--- src/rtl/mode_counter.sv ---
// Up/down counter driven by raw active-low push-buttons, with free-run (RUN) and
// manual-step (HOLD) modes, prescaled run rate, parallel load and terminal-count pulse.
module mode_counter #(
    parameter int N           = 8,
    parameter int MAX         = 2**N - 1,
    parameter int PRESCALE    = 1,
    parameter int SYNC_STAGES = 2,
    parameter bit SATURATE    = 1'b0
) (
    input  logic         clk,
    input  logic         reset,
    input  logic         add_n,
    input  logic         minus_n,
    input  logic         pause_n,
    input  logic         load,
    input  logic [N-1:0] d,
    output logic [N-1:0] q,
    output logic         running,
    output logic         dir_up,
    output logic         tc
);

    localparam int              PS_W    = (PRESCALE > 1) ? $clog2(PRESCALE) : 1;
    localparam logic [N-1:0]    MAX_Q   = N'(MAX);
    localparam logic [PS_W-1:0] PS_LAST = PS_W'(PRESCALE - 1);

    typedef enum logic {S_HOLD = 1'b0, S_RUN = 1'b1} state_t;

    // Button lanes: bit 0 = add, bit 1 = minus, bit 2 = pause.
    logic [2:0]             btn_raw;
    logic [SYNC_STAGES-1:0] sync_r [3];
    logic [2:0]             dly_r;
    logic [2:0]             press;
    logic                   add_press;
    logic                   minus_press;
    logic                   pause_press;

    state_t          state_r, state_nxt;
    logic [N-1:0]    q_nxt;
    logic            dir_nxt;
    logic            tc_nxt;
    logic [PS_W-1:0] presc_r, presc_nxt;
    logic            step_up;
    logic            step_dn;

    assign btn_raw = {pause_n, minus_n, add_n};

    // Flops reset to the released level, so a button held through reset yields one press.
    always_ff @(posedge clk or negedge reset) begin
        if (!reset) begin
            for (int i = 0; i < 3; i++) begin
                sync_r[i] <= '1;
            end
            dly_r <= '1;
        end else begin
            for (int i = 0; i < 3; i++) begin
                sync_r[i] <= {sync_r[i][SYNC_STAGES-2:0], btn_raw[i]};
                dly_r[i]  <= sync_r[i][SYNC_STAGES-1];
            end
        end
    end

    always_comb begin
        press = '0;
        for (int i = 0; i < 3; i++) begin
            press[i] = dly_r[i] & ~sync_r[i][SYNC_STAGES-1];
        end
    end

    assign add_press   = press[0];
    assign minus_press = press[1];
    assign pause_press = press[2];

    always_ff @(posedge clk or negedge reset) begin
        if (!reset) begin
            state_r <= S_RUN;
            q       <= '0;
            dir_up  <= 1'b1;
            tc      <= 1'b0;
            presc_r <= '0;
        end else begin
            state_r <= state_nxt;
            q       <= q_nxt;
            dir_up  <= dir_nxt;
            tc      <= tc_nxt;
            presc_r <= presc_nxt;
        end
    end

    assign running = (state_r == S_RUN);

    always_comb begin
        state_nxt = state_r;
        q_nxt     = q;
        dir_nxt   = dir_up;
        tc_nxt    = 1'b0;
        presc_nxt = presc_r;
        step_up   = 1'b0;
        step_dn   = 1'b0;

        if (load) begin
            q_nxt     = (d > MAX_Q) ? MAX_Q : d;
            presc_nxt = '0;
        end else if (pause_press) begin
            state_nxt = (state_r == S_RUN) ? S_HOLD : S_RUN;
            presc_nxt = '0;
        end else if (state_r == S_RUN) begin
            if (add_press && !minus_press) begin
                dir_nxt = 1'b1;
            end else if (minus_press && !add_press) begin
                dir_nxt = 1'b0;
            end
            // Step direction uses the direction held before this cycle's presses.
            if (presc_r == PS_LAST) begin
                presc_nxt = '0;
                step_up   = dir_up;
                step_dn   = ~dir_up;
            end else begin
                presc_nxt = presc_r + PS_W'(1);
            end
        end else begin
            presc_nxt = '0;
            step_up   = add_press & ~minus_press;
            step_dn   = minus_press & ~add_press;
        end

        if (step_up) begin
            if (q >= MAX_Q) begin
                if (SATURATE) begin
                    q_nxt = MAX_Q;
                end else begin
                    q_nxt  = '0;
                    tc_nxt = 1'b1;
                end
            end else begin
                q_nxt = q + N'(1);
            end
        end else if (step_dn) begin
            if (q == '0) begin
                if (SATURATE) begin
                    q_nxt = '0;
                end else begin
                    q_nxt  = MAX_Q;
                    tc_nxt = 1'b1;
                end
            end else begin
                q_nxt = q - N'(1);
            end
        end
    end

endmodule

--- config.mk ---
export PLATFORM = sky130hd
export DESIGN_NAME = mode_counter
export DESIGN_NICKNAME = d
export VERILOG_FILES = /design/src/rtl/mode_counter.sv
export SDC_FILE = /design/constraint.sdc
export NUM_CORES = 1
export LEC_CHECK = 0
export ABC_AREA = 1
export BUFFER_PORTS_ARGS = -buffer_cell sky130_fd_sc_hd__buf_2
export CAP_MARGIN = 20
export CORE_MARGIN = 4
export CORE_UTILIZATION = 44
export CTS_CLUSTER_DIAMETER = 80
export DETAILED_ROUTE_END_ITERATION = 16
export MAX_ROUTING_LAYER = met4
export PLACE_DENSITY = 0.63
export SLEW_MARGIN = 5
export SYNTH_ARGS = -nofsm -noshare
export SYNTH_HDL_FRONTEND = slang
export SYNTH_SLANG_ARGS = --single-unit
--- constraint.sdc ---
create_clock -name clk -period 2 [get_ports clk]
set_input_delay 0.2 -clock clk [delete_from_list [all_inputs] [get_ports clk]]
set_output_delay 0.2 -clock clk [all_outputs]
set_load 0.005 [all_outputs]
==> flow_summary.ini, run 1 <==
[outcome]
status = finished, final reports clean

[setup_path]
cp_max_fo = 7
crit_end = q[1]
required_ns = 2.24
reg2reg_from = dly_r[0]
arrival_ns = 2.04
reg2reg_depth = 12
r2r_setup_slack_ns = 0.20
critPathLaunchType = flip-flop
r2r_end = q[1]
end_kind = flip-flop
crit_start = dly_r[0]
crit_type = reg2reg

[power]
switching_share_pct = 47.26
ir_worst_vdd_mv = 0.6636
comb_power_share_pct = 49.1
seqPwrFrac_pct = 36.7
clockPowerShare_pct = 14.2
cellInternalPower_mw = 1.103
p_per_area_mw_per_mm2 = 1288
switchingPower_mw = 0.9881
leakage_nw = 0.8571

[floorplan]
core_area_mm2 = 0.002877
die_width_um = 63.80
die_area_mm2 = 0.004070
die_height_um = 63.80
core.rowCount = 19
pin_count = 25
initial_core_util_pct = 47.63

[timing]
rsz0062_at_grt = false
worst_pin_slew_ns = 0.4424
hold_viol = 0
finalMaxSlewViolations = 0
max-slew-margin-rel_pct = 70.50
setup_violations = 0
max_freq_mhz = 555.8
finalSetupTns_ns = 0
finalCritPeriodShare_pct = 89.95
timing.final.crit_period_ns = 1.799
fin_skew_ns = 0.007682

[min_path]
hp-class = in2reg

[yosys]
yosys-top-cells-count = 66 x nand2_1, 26 x inv_1, 16 x nor2_1
yosysWarnings = 0
syn_inst = 188
synthSimpleGateAreaFrac_pct = 36.07
synth_compound_area_share_pct = 9.041
synthXorXnorAreaFrac_pct = 1.918
netlist_top_cells_area = dfstp_2 21%, nand2_1 18%, dfrtp_1 16%, inv_1 7.1%, nand3_1 4.7%
yosys-mux-area-fraction_pct = 0
async_flop_share_pct = 100.0
synth_top_area_cell = dfstp_2
synth.most_common_cell = nand2_1
syn_avg_cell_area_um2 = 7.288
synth_fa_ha_area_share_pct = 4.566
synth.top_cell.area_share_pct = 21.10
synth_seq_cells = 20
ys_types = 28
synth_nets = 207
yosysSeqAreaShare_pct = 37.53
synth_top_family_by_area = simple AND/OR/NAND/NOR gates
synth_edf_count = 0
synth_ff_type = dfstp_2
synthesis.area_mm2 = 0.001370

[grt]
overflow = 0
grt_pass1_wl_um = 5264
grtUsageTotal_pct = 16.78
grt_max_degree = 21
grt_pass1_vias = 1145
antenna_found_initial = 0

[clock_tree]
clkSinkCount = 20
cts_root_buf = clkbuf_4
clkTransAtPathRegs_ns = 0.13
numCtsBuffers = 3
htree_levels = 1
ctsResizeCount = 0
clk_latency_ns = 0.32
cts_tree = built
clockBufferDepth = 2

[routing]
drcViolationCount = 0
vias_per_cell = 4.755
routedWlPerCell_um = 12.00
ant_nets = 0
wl_um = 3133
dr.pass1.iters = 4
num_vias = 1241
drt-initial-drc-count = 70

[placed_design]
hpwlAfterDp_um = 2322
port_buffers = 24
globalplace.congestion = 0.8945

[flow_run]
drv_cap = 0

[finish]
areaGrowthSynthToFinish_pct = 18.45
num_antenna_cells = 0
final_util_pct = 56.42
final_layout_size_suffix_gt1_share_pct = 29.22
nNetsFinal = 239
metal layers:
metal | global-route usage [%] | vias to the layer above | routed length (um)
met1 | 23.76 | 562 | 1540
met2 | 24.13 | 30 | 1380
li1 | - | 644 | -
met4 | 5.660 | 0 | 48
met3 | 2.977 | 5 | 163
met5 | - | - | 0
metrics by stage:
step / power (mW) / cell area [um^2] / cells / hold WS, ns / setup slack [ns]
after floorplan: 1.481 / 1370 / 188 / -0.09559 / 0.3476
after global placement: 1.742 / 1505 / 249 / 0.1698 / 0.2147
after detailed placement: 1.751 / 1505 / 249 / 0.1741 / 0.1841
after CTS: 2.057 / 1593 / 257 / 0.2021 / 0.1523
after global routing: 2.294 / 1623 / 261 / 0.2037 / 0.01581
final: 2.091 / 1623 / 261 / 0.2075 / 0.2010
final cells by class:
type                            instances  area [um^2]
Sequential cell                        20        514.2
Fill cell                             270         1254
Inverter                               29        111.4
Timing Repair Buffer                   32        190.2
Clock buffer                            4        47.55
Tap cell                               42        52.55
Multi-Input combinational cell        134        706.9
power groups by stage:
stage	Sequential, mW	Clock [mW]	Combinational, mW
floorplan	0.678	0	0.803
global placement	0.765	0	0.977
detailed placement	0.772	0	0.979
CTS	0.764	0.303	0.990
global route	0.798	0.322	1.17
finish	0.767	0.297	1.03
critical path, cell delays in order, from the launching register on:
cell	delay, ns
dfstp_2	0.54
inv_1	0.03
nor2_1	0.13
inv_1	0.06
ha_1	0.17
nor2_1	0.12
nor2_2	0.07
nand2_4	0.13
buf_4	0.14
nand2_1	0.04
o21ai_1	0.07
nor2_1	0.06
o22ai_1	0.14
flip-flops by register name (all words and copies together) (netlist names):
name	count
running	1
sync_r	6
q	8
tc	1
dly_r	3
dir_up	1
layout by cell type, fill, tap and decap left out:
master,Yosys,final
a21oi_4,1,1
dlygate4sd3_1,0,4
a31oi_1,1,1
o21ai_2,1,1
nand3b_1,2,2
nand2_1,66,66
clkbuf_4,0,3
dfrtp_1,9,9
a21oi_2,7,7
nand3_4,1,1
o21ai_1,1,1
xor2_1,3,3
buf_2,3,24
inv_1,26,26
o22ai_1,1,1
clkbuf_16,0,1
nand4_1,3,3
nand2_4,1,1
dfstp_2,11,11
nand2_2,1,1
nor3_1,1,1
o21ai_0,2,2
nand3_1,13,13
a21oi_1,2,2
nor2_2,4,4
nor2_4,2,2
ha_1,5,5
nor2_1,16,16
inv_4,1,1
buf_4,0,4
inv_2,2,2
what timing repair did:
item | in CTS | in global routing
endpoints found under the hold margin | 12 | 0
setup buffers | 0 | 4
endpoints found under the setup margin | 0 | 2
hold buffers | 4 | 0
logic make-up after synthesis:
kind of cell / count (synthesis)
AO/OA/AOI/OAI: 16
XOR/XNOR: 3
adder cells (fa/ha/maj): 5
buffers and inverters: 34
flip-flops: 20
AND/OR/NAND/NOR: 110
how the worst min path moves through the flow:
| stage | to | cells past startpoint | slack, ns | startpoint |
|---|---|---|---|---|
| finish | running | 3 | 0.21 | load |
| global route | running | 3 | 0.20 | load |
| CTS | running | 3 | 0.20 | load |
| detailed placement | q[1] | 1 | 0.17 | reset |
| global placement | q[1] | 1 | 0.17 | reset |
| floorplan | q[0] | 0 | -0.1 | reset |
No activity file was read; power rests on OpenSTA's default activity.
==> run 2, diff against run 1 <==
- ABC_AREA: 1 -> unset
- PLACE_DENSITY: 0.63 -> 0.64
==> run 2 against run 1 <==
  * Power fell by 4.6%
  * Sequential share of layout area grew 0.93 points
  * Flip-flop and latch count unchanged
  * Worst setup slack worse by 0.13 ns
  * Core utilization rose by 1.3 points
  * Routed wire length increased by 2.4%
  * Critical path depth decreased by 5
  * Largest power group unchanged
  * Clock power increased by 14%
  * Combinational power decreased by 14%
  * Final cell count shrank 26%
==> flow_summary.ini, run 2 <==
[outcome]
status = finished, final reports clean

[finish]
final_util_pct = 57.67
layout_commonest_cell = buf_2
num_antenna_cells = 0
areaGrowthSynthToFinish_pct = 26.38
largest_reg_flops = 8
fill_cells = 235
stdcell_area_mm2 = 0.001577
final_layout_size_suffix_gt1_share_pct = 40.49
reg_top3 = q (8), sync_r (6), dly_r (3)
final_cell_mix = 24 x buf_2, 11 x dfstp_2, 10 x buf_4, 9 x nand2_1, 9 x dfrtp_1
regMostFlops = q
nNetsFinal = 183

[timing]
rsz0062_at_grt = true
finalCritPeriodShare_pct = 96.55
setup_violations = 0
finalMaxSlewViolations = 0
max_freq_mhz = 517.9
worst_pin_slew_ns = 0.5408
fin_skew_ns = 0.007663
hold_viol = 0
whs_ns = 0.1644
max-slew-margin-rel_pct = 63.61
setup_ws_ns = 0.06900
timing.final.crit_period_ns = 1.931

[floorplan]
die_width_um = 61.25
die_area_mm2 = 0.003751
core_area_mm2 = 0.002734
pin_count = 25
die_height_um = 61.25
initial_core_util_pct = 45.63
core.rowCount = 19

[power]
leakage_nw = 0.6800
ir_worst_vdd_mv = 0.7650
clockPowerShare_pct = 17.0
design_power_total_mw = 1.994
switchingPower_mw = 0.8345
seqPwrFrac_pct = 38.6
switching_share_pct = 41.85
comb_power_share_pct = 44.4
cellInternalPower_mw = 1.160
p_per_area_mw_per_mm2 = 1265

[yosys]
netlist_top_cells_area = dfstp_2 23%, dfrtp_1 18%, ha_1 5.0%, a21oi_1 3.6%, nand3_1 3.2%
synth.most_common_cell = dfstp_2
syn_inst = 128
synth.top_cell.area_share_pct = 23.17
synth_ff_type = dfstp_2
synth_edf_count = 0
synthesis.area_mm2 = 0.001247
synth_top_area_cell = dfstp_2
yosysSeqAreaShare_pct = 41.22
async_flop_share_pct = 100.0
ys_types = 41
synth_seq_cells = 20
synth_nets = 147
yosysWarnings = 0
syn_avg_cell_area_um2 = 9.746
yosys-top-cells-count = 11 x dfstp_2, 10 x inv_1, 9 x a21oi_1, 9 x dfrtp_1, 9 x nand2_1

[clock_tree]
cts_tree = built
cts_root_buf = clkbuf_4
clk_latency_ns = 0.31
numCtsBuffers = 3
htree_levels = 1
clkSinkCount = 20
clkTransAtPathRegs_ns = 0.13
clockBufferDepth = 2

[setup_path]
arrival_ns = 2.14
cp_slowest_cell = dfstp_2
critPathLaunchType = flip-flop
crit_type = reg2reg
cp_top_family = flip-flops
crit_buf_inv = 1
end_kind = flip-flop
path_cells = nor2b_4 > inv_2 > ha_4 > mux2i_2 > or3_2 > o21ai_0 > a221o_1
cp_max_fo = 6
slowest_delay_ns = 0.54
r2r_setup_slack_ns = 0.07
required_ns = 2.21

[grt]
grt_pass1_wl_um = 5209
overflow = 0
antenna_found_initial = 0
grtUsageTotal_pct = 19.33
grt_max_degree = 21
grt_pass1_vias = 1137

[routing]
drcViolationCount = 0
dr.pass1.iters = 5
drt-initial-drc-count = 44
ant_nets = 0
vias_per_cell = 5.887
routedWlPerCell_um = 16.54
num_vias = 1142
wl_um = 3209

[min_path]
hp-class = in2reg

[placed_design]
hpwlAfterDp_um = 2153
port_buffers = 24
post-place-ws_ns = -0.02249
globalplace.congestion = 0.9133
dpl_cell_area_mm2 = 0.001399

[flow_run]
drv_cap = 0
-- run 2: cell types whose count changed after synthesis, moves of 5 or more --
cell / previous run / this run
nand2_1: 66 / 9
inv_1: 26 / 10
nor2_1: 16 / 4
a21oi_1: 2 / 9
a21oi_2: 7 / 0
nand3_1: 13 / 8
o211ai_1: 0 / 5
-- run 2: logic make-up (layout without fill, tap and decap cells) --
kind of cell | Yosys count | after routing | synth area share [%]
buffers and inverters | 18 | 52 | 7.222
DFF | 20 | 20 | 41.22
and+or+nand+nor | 44 | 45 | 19.76
xor gates and xnor gates | 5 | 5 | 3.510
adders and majority gates | 5 | 5 | 5.015
muxes | 3 | 3 | 2.508
AOI/OAI and AO/OA | 33 | 33 | 20.76
-- run 2: cell type report --
| type | count | area, um^2 | area share [%] |
|---|---|---|---|
| clock inverters | 1 | 30.03 | 1.905 |
| inverters | 10 | 37.54 | 2.381 |
| flip-flops and latches | 20 | 514.2 | 32.62 |
| clock buffers | 3 | 22.52 | 1.429 |
| repair buffers | 38 | 235.2 | 14.92 |
| multi-input cells | 91 | 698.2 | 44.29 |
| well taps | 31 | 38.79 | 2.460 |
-- run 2: metal layers --
metal	routed length (um)	up-vias	track usage (%)
li1	-	543	-
met1	1359	534	24.25
met2	1534	58	32.18
met3	259	7	5.451
met4	55	0	1.858
met5	0	-	-
-- run 2: path summary, 6_finish.rpt --
check,cells after the start,startpoint,endpoint
min in group asynchronous,2,reset,tc
max in group asynchronous,2,reset,sync_r[2]
hold / removal,3,d[7],q[7]
setup / recovery,7,dly_r[1],q[6]
hold reg to reg,0,sync_r[4],sync_r[5]
setup reg to reg,7,dly_r[1],q[6]
-- run 2: through the flow --
step           setup TNS [ns]  instances
3_5_place_dp         -0.02249        181
2_1_floorplan               0        128
5_1_grt            -0.0008236        194
3_3_place_gp                0        181
4_1_cts                     0        192
6_report                    0        194
-- run 2: worst min-delay path: cells and delay by family --
family / cells / cell delay [ns]
compound gates: 1 / 0.09
buf+inv: 1 / 0.10
simple gates: 1 / 0.06
-- run 2: repair_timing --
action / 4_1_cts / 5_1_grt
gates resized for setup: 4 / 8
hold buffers: 4 / 0
setup buffers: 3 / 1
hold endpoints to repair: 12 / 0
cloned: 0 / 1
setup endpoints to repair: 3 / 9
pin swaps: 2 / 4
-- run 2: power by group through the flow --
stage,logic (mW),clock network [mW],registers [mW]
after floorplan,0.645,0,0.654
after global placement,0.795,0,0.759
after detailed placement,0.805,0,0.758
after CTS,0.839,0.353,0.753
after global routing,0.981,0.382,0.799
final,0.885,0.340,0.770
==> run 3, diff against run 2 <==
==> constraint.sdc (replaced) <==
create_clock -name clk -period 2.3 [get_ports clk]
set_input_delay 0.46 -clock clk [delete_from_list [all_inputs] [get_ports clk]]
set_output_delay 0.46 -clock clk [all_outputs]
set_load 0.005 [all_outputs]
==> run 3 against run 2 <==
  * Global-route usage shrank 2.6 points
  * Sequential power decreased by 12%
  * Combinational power shrank 25%
  * Critical path depth rose by 1
  * Die area is the same
  * First-iteration DRC count increased by 32%
  * Sequential share of layout area rose by 3.4 points
  * Non-clock buffer count down 11
==> flow_summary.ini, run 3 (same netlist as run 2, synthesis figures left out) <==
[grt]
grt_pass1_vias = 1030
use_met2_pct = 24.92
antenna_found_initial = 0
grtUsageMet3_pct = 4.612
grt.busiest_layer = met2
overflow = 0
grt_max_degree = 21
use_met1_pct = 22.63
grtUsageTotal_pct = 16.74
grt_pass1_wl_um = 4533

[finish]
regMostFlops = q
nNetsFinal = 171
areaGrowthSynthToFinish_pct = 14.54
layout_commonest_cell = buf_2
num_antenna_cells = 0
final_cell_mix = 24 x buf_2, 11 x dfstp_2, 10 x inv_1
final_util_pct = 52.27
largest_reg_flops = 8
final_layout_size_suffix_gt1_share_pct = 31.79
reg_top3 = q (8), sync_r (6), dly_r (3)

[clock_tree]
cts_setup_buffers = 0
hold_buffers = 0
clkSinkCount = 20
htree_levels = 1
cts_root_buf = clkbuf_4
clockBufferDepth = 2
clkTransAtPathRegs_ns = 0.12
ctsResizeCount = 0
clk_latency_ns = 0.31
numCtsBuffers = 3
cts_tree = built

[floorplan]
pin_count = 25
core.rowCount = 19
core_area_mm2 = 0.002734
initial_core_util_pct = 45.63
die_height_um = 61.25
die_area_mm2 = 0.003751
die_width_um = 61.25

[setup_path]
r2r_setup_slack_ns = 0.31
slowest_delay_ns = 0.55
arrival_ns = 2.20
end_kind = flip-flop
crit_type = reg2reg
crit_end = q[3]
crit_buf_inv = 1
cp_top_family = flip-flops
required_ns = 2.51
reg2reg_from = sync_r[3]
crit_start = sync_r[3]
cp_num_cells = 8
r2r_end = q[3]
critPathLaunchType = flip-flop
cp_slowest_cell = dfstp_2
reg2reg_depth = 8
cp_max_fo = 12
path_cells = nor2b_1 > inv_1 > ha_1 > mux2i_1 > or3_4 > a31oi_4 > a21oi_1 > o211ai_1

[timing]
finalMaxSlewViolations = 0
max-slew-margin-rel_pct = 60.92
setup_violations = 0
hold_viol = 0
fin_skew_ns = 0.01044
finalCritPeriodShare_pct = 86.41
finalSetupTns_ns = 0
timing.final.crit_period_ns = 1.987
worst_pin_slew_ns = 0.5809
rsz0062_at_grt = false
max_freq_mhz = 503.2

[placed_design]
port_buffers = 24
hpwlAfterDp_um = 2042
globalplace.congestion = 0.8878

[min_path]
hp-class = in2async

[routing]
ant_nets = 0
dr.pass1.iters = 4
vias_per_cell = 5.951
routedWlPerCell_um = 15.17
num_vias = 1083
wl_um = 2761
drt-initial-drc-count = 58
drcViolationCount = 0

[power]
leakage_nw = 0.6177
p_per_area_mw_per_mm2 = 1140
ir_worst_vdd_mv = 0.7041

[flow_run]
drv_cap = 0

[outcome]
status = finished, final reports clean
run 3: changes by cell type in the layout (fill, tap and decap cells not counted), moves of 2 or more:
| cell | change |
|---|---|
| buf_4 | -7 |
| dlygate4sd3_1 | -4 |
| ha_1 | +2 |
| inv_1 | +2 |
| inv_2 | -2 |
run 3: area by class of cell:
type	count	area [um^2]
fill	241	1305
inverter	10	37.54
tap	31	38.79
sequential	20	514.2
multi-input combinational	90	643.1
clock inverter	1	30.03
clock buffer	3	22.52
timing repair buffer	27	142.6
run 3: worst register-to-register path, delay by kind of cell, from the launching register on:
family / cells / cell delay [ns]
buffers and inverters: 1 / 0.05
adders and majority gates: 1 / 0.21
DFF: 1 / 0.55
and+or+nand+nor: 2 / 0.47
muxes: 1 / 0.09
AOI/OAI and AO/OA: 3 / 0.53
run 3: through the flow:
| stage | instances | power [mW] | setup slack [ns] | hold slack, ns | instance area, um^2 |
|---|---|---|---|---|---|
| after global routing | 182 | 1.755 | 0.1752 | 0.08426 | 1429 |
| after global placement | 178 | 1.320 | 0.3896 | 0.3458 | 1376 |
| final | 182 | 1.629 | 0.3126 | 0.06804 | 1429 |
| after floorplan | 128 | 1.129 | 0.4535 | 0.1644 | 1247 |
| after CTS | 182 | 1.630 | 0.3152 | 0.08177 | 1429 |
| after detailed placement | 178 | 1.335 | 0.3558 | 0.3513 | 1376 |
run 3: worst min-delay path by stage:
stage                         start   endpoint  slack (ns)  cells past startpoint
after floorplan               reset       q[0]        0.16                      0
after global placement    sync_r[2]  sync_r[3]        0.35                      0
after detailed placement  sync_r[4]  sync_r[5]        0.35                      0
after CTS                     reset         tc        0.08                      1
after global routing          reset         tc        0.08                      1
final                         reset         tc        0.07                      1
run 3: layer usage:
metal	vias to the layer above	wire length [um]
met2	52	1230
met4	0	51
met1	513	1240
met5	-	0
met3	8	239
li1	510	-
run 3: power breakdown:
group          switching, mW  leakage [nW]  total [mW]  internal (mW)
Clock                  0.115        0.0279       0.291          0.176
Combinational          0.350         0.367       0.663          0.312
Sequential             0.212         0.223       0.675          0.463
Total                  0.677         0.618        1.63          0.952
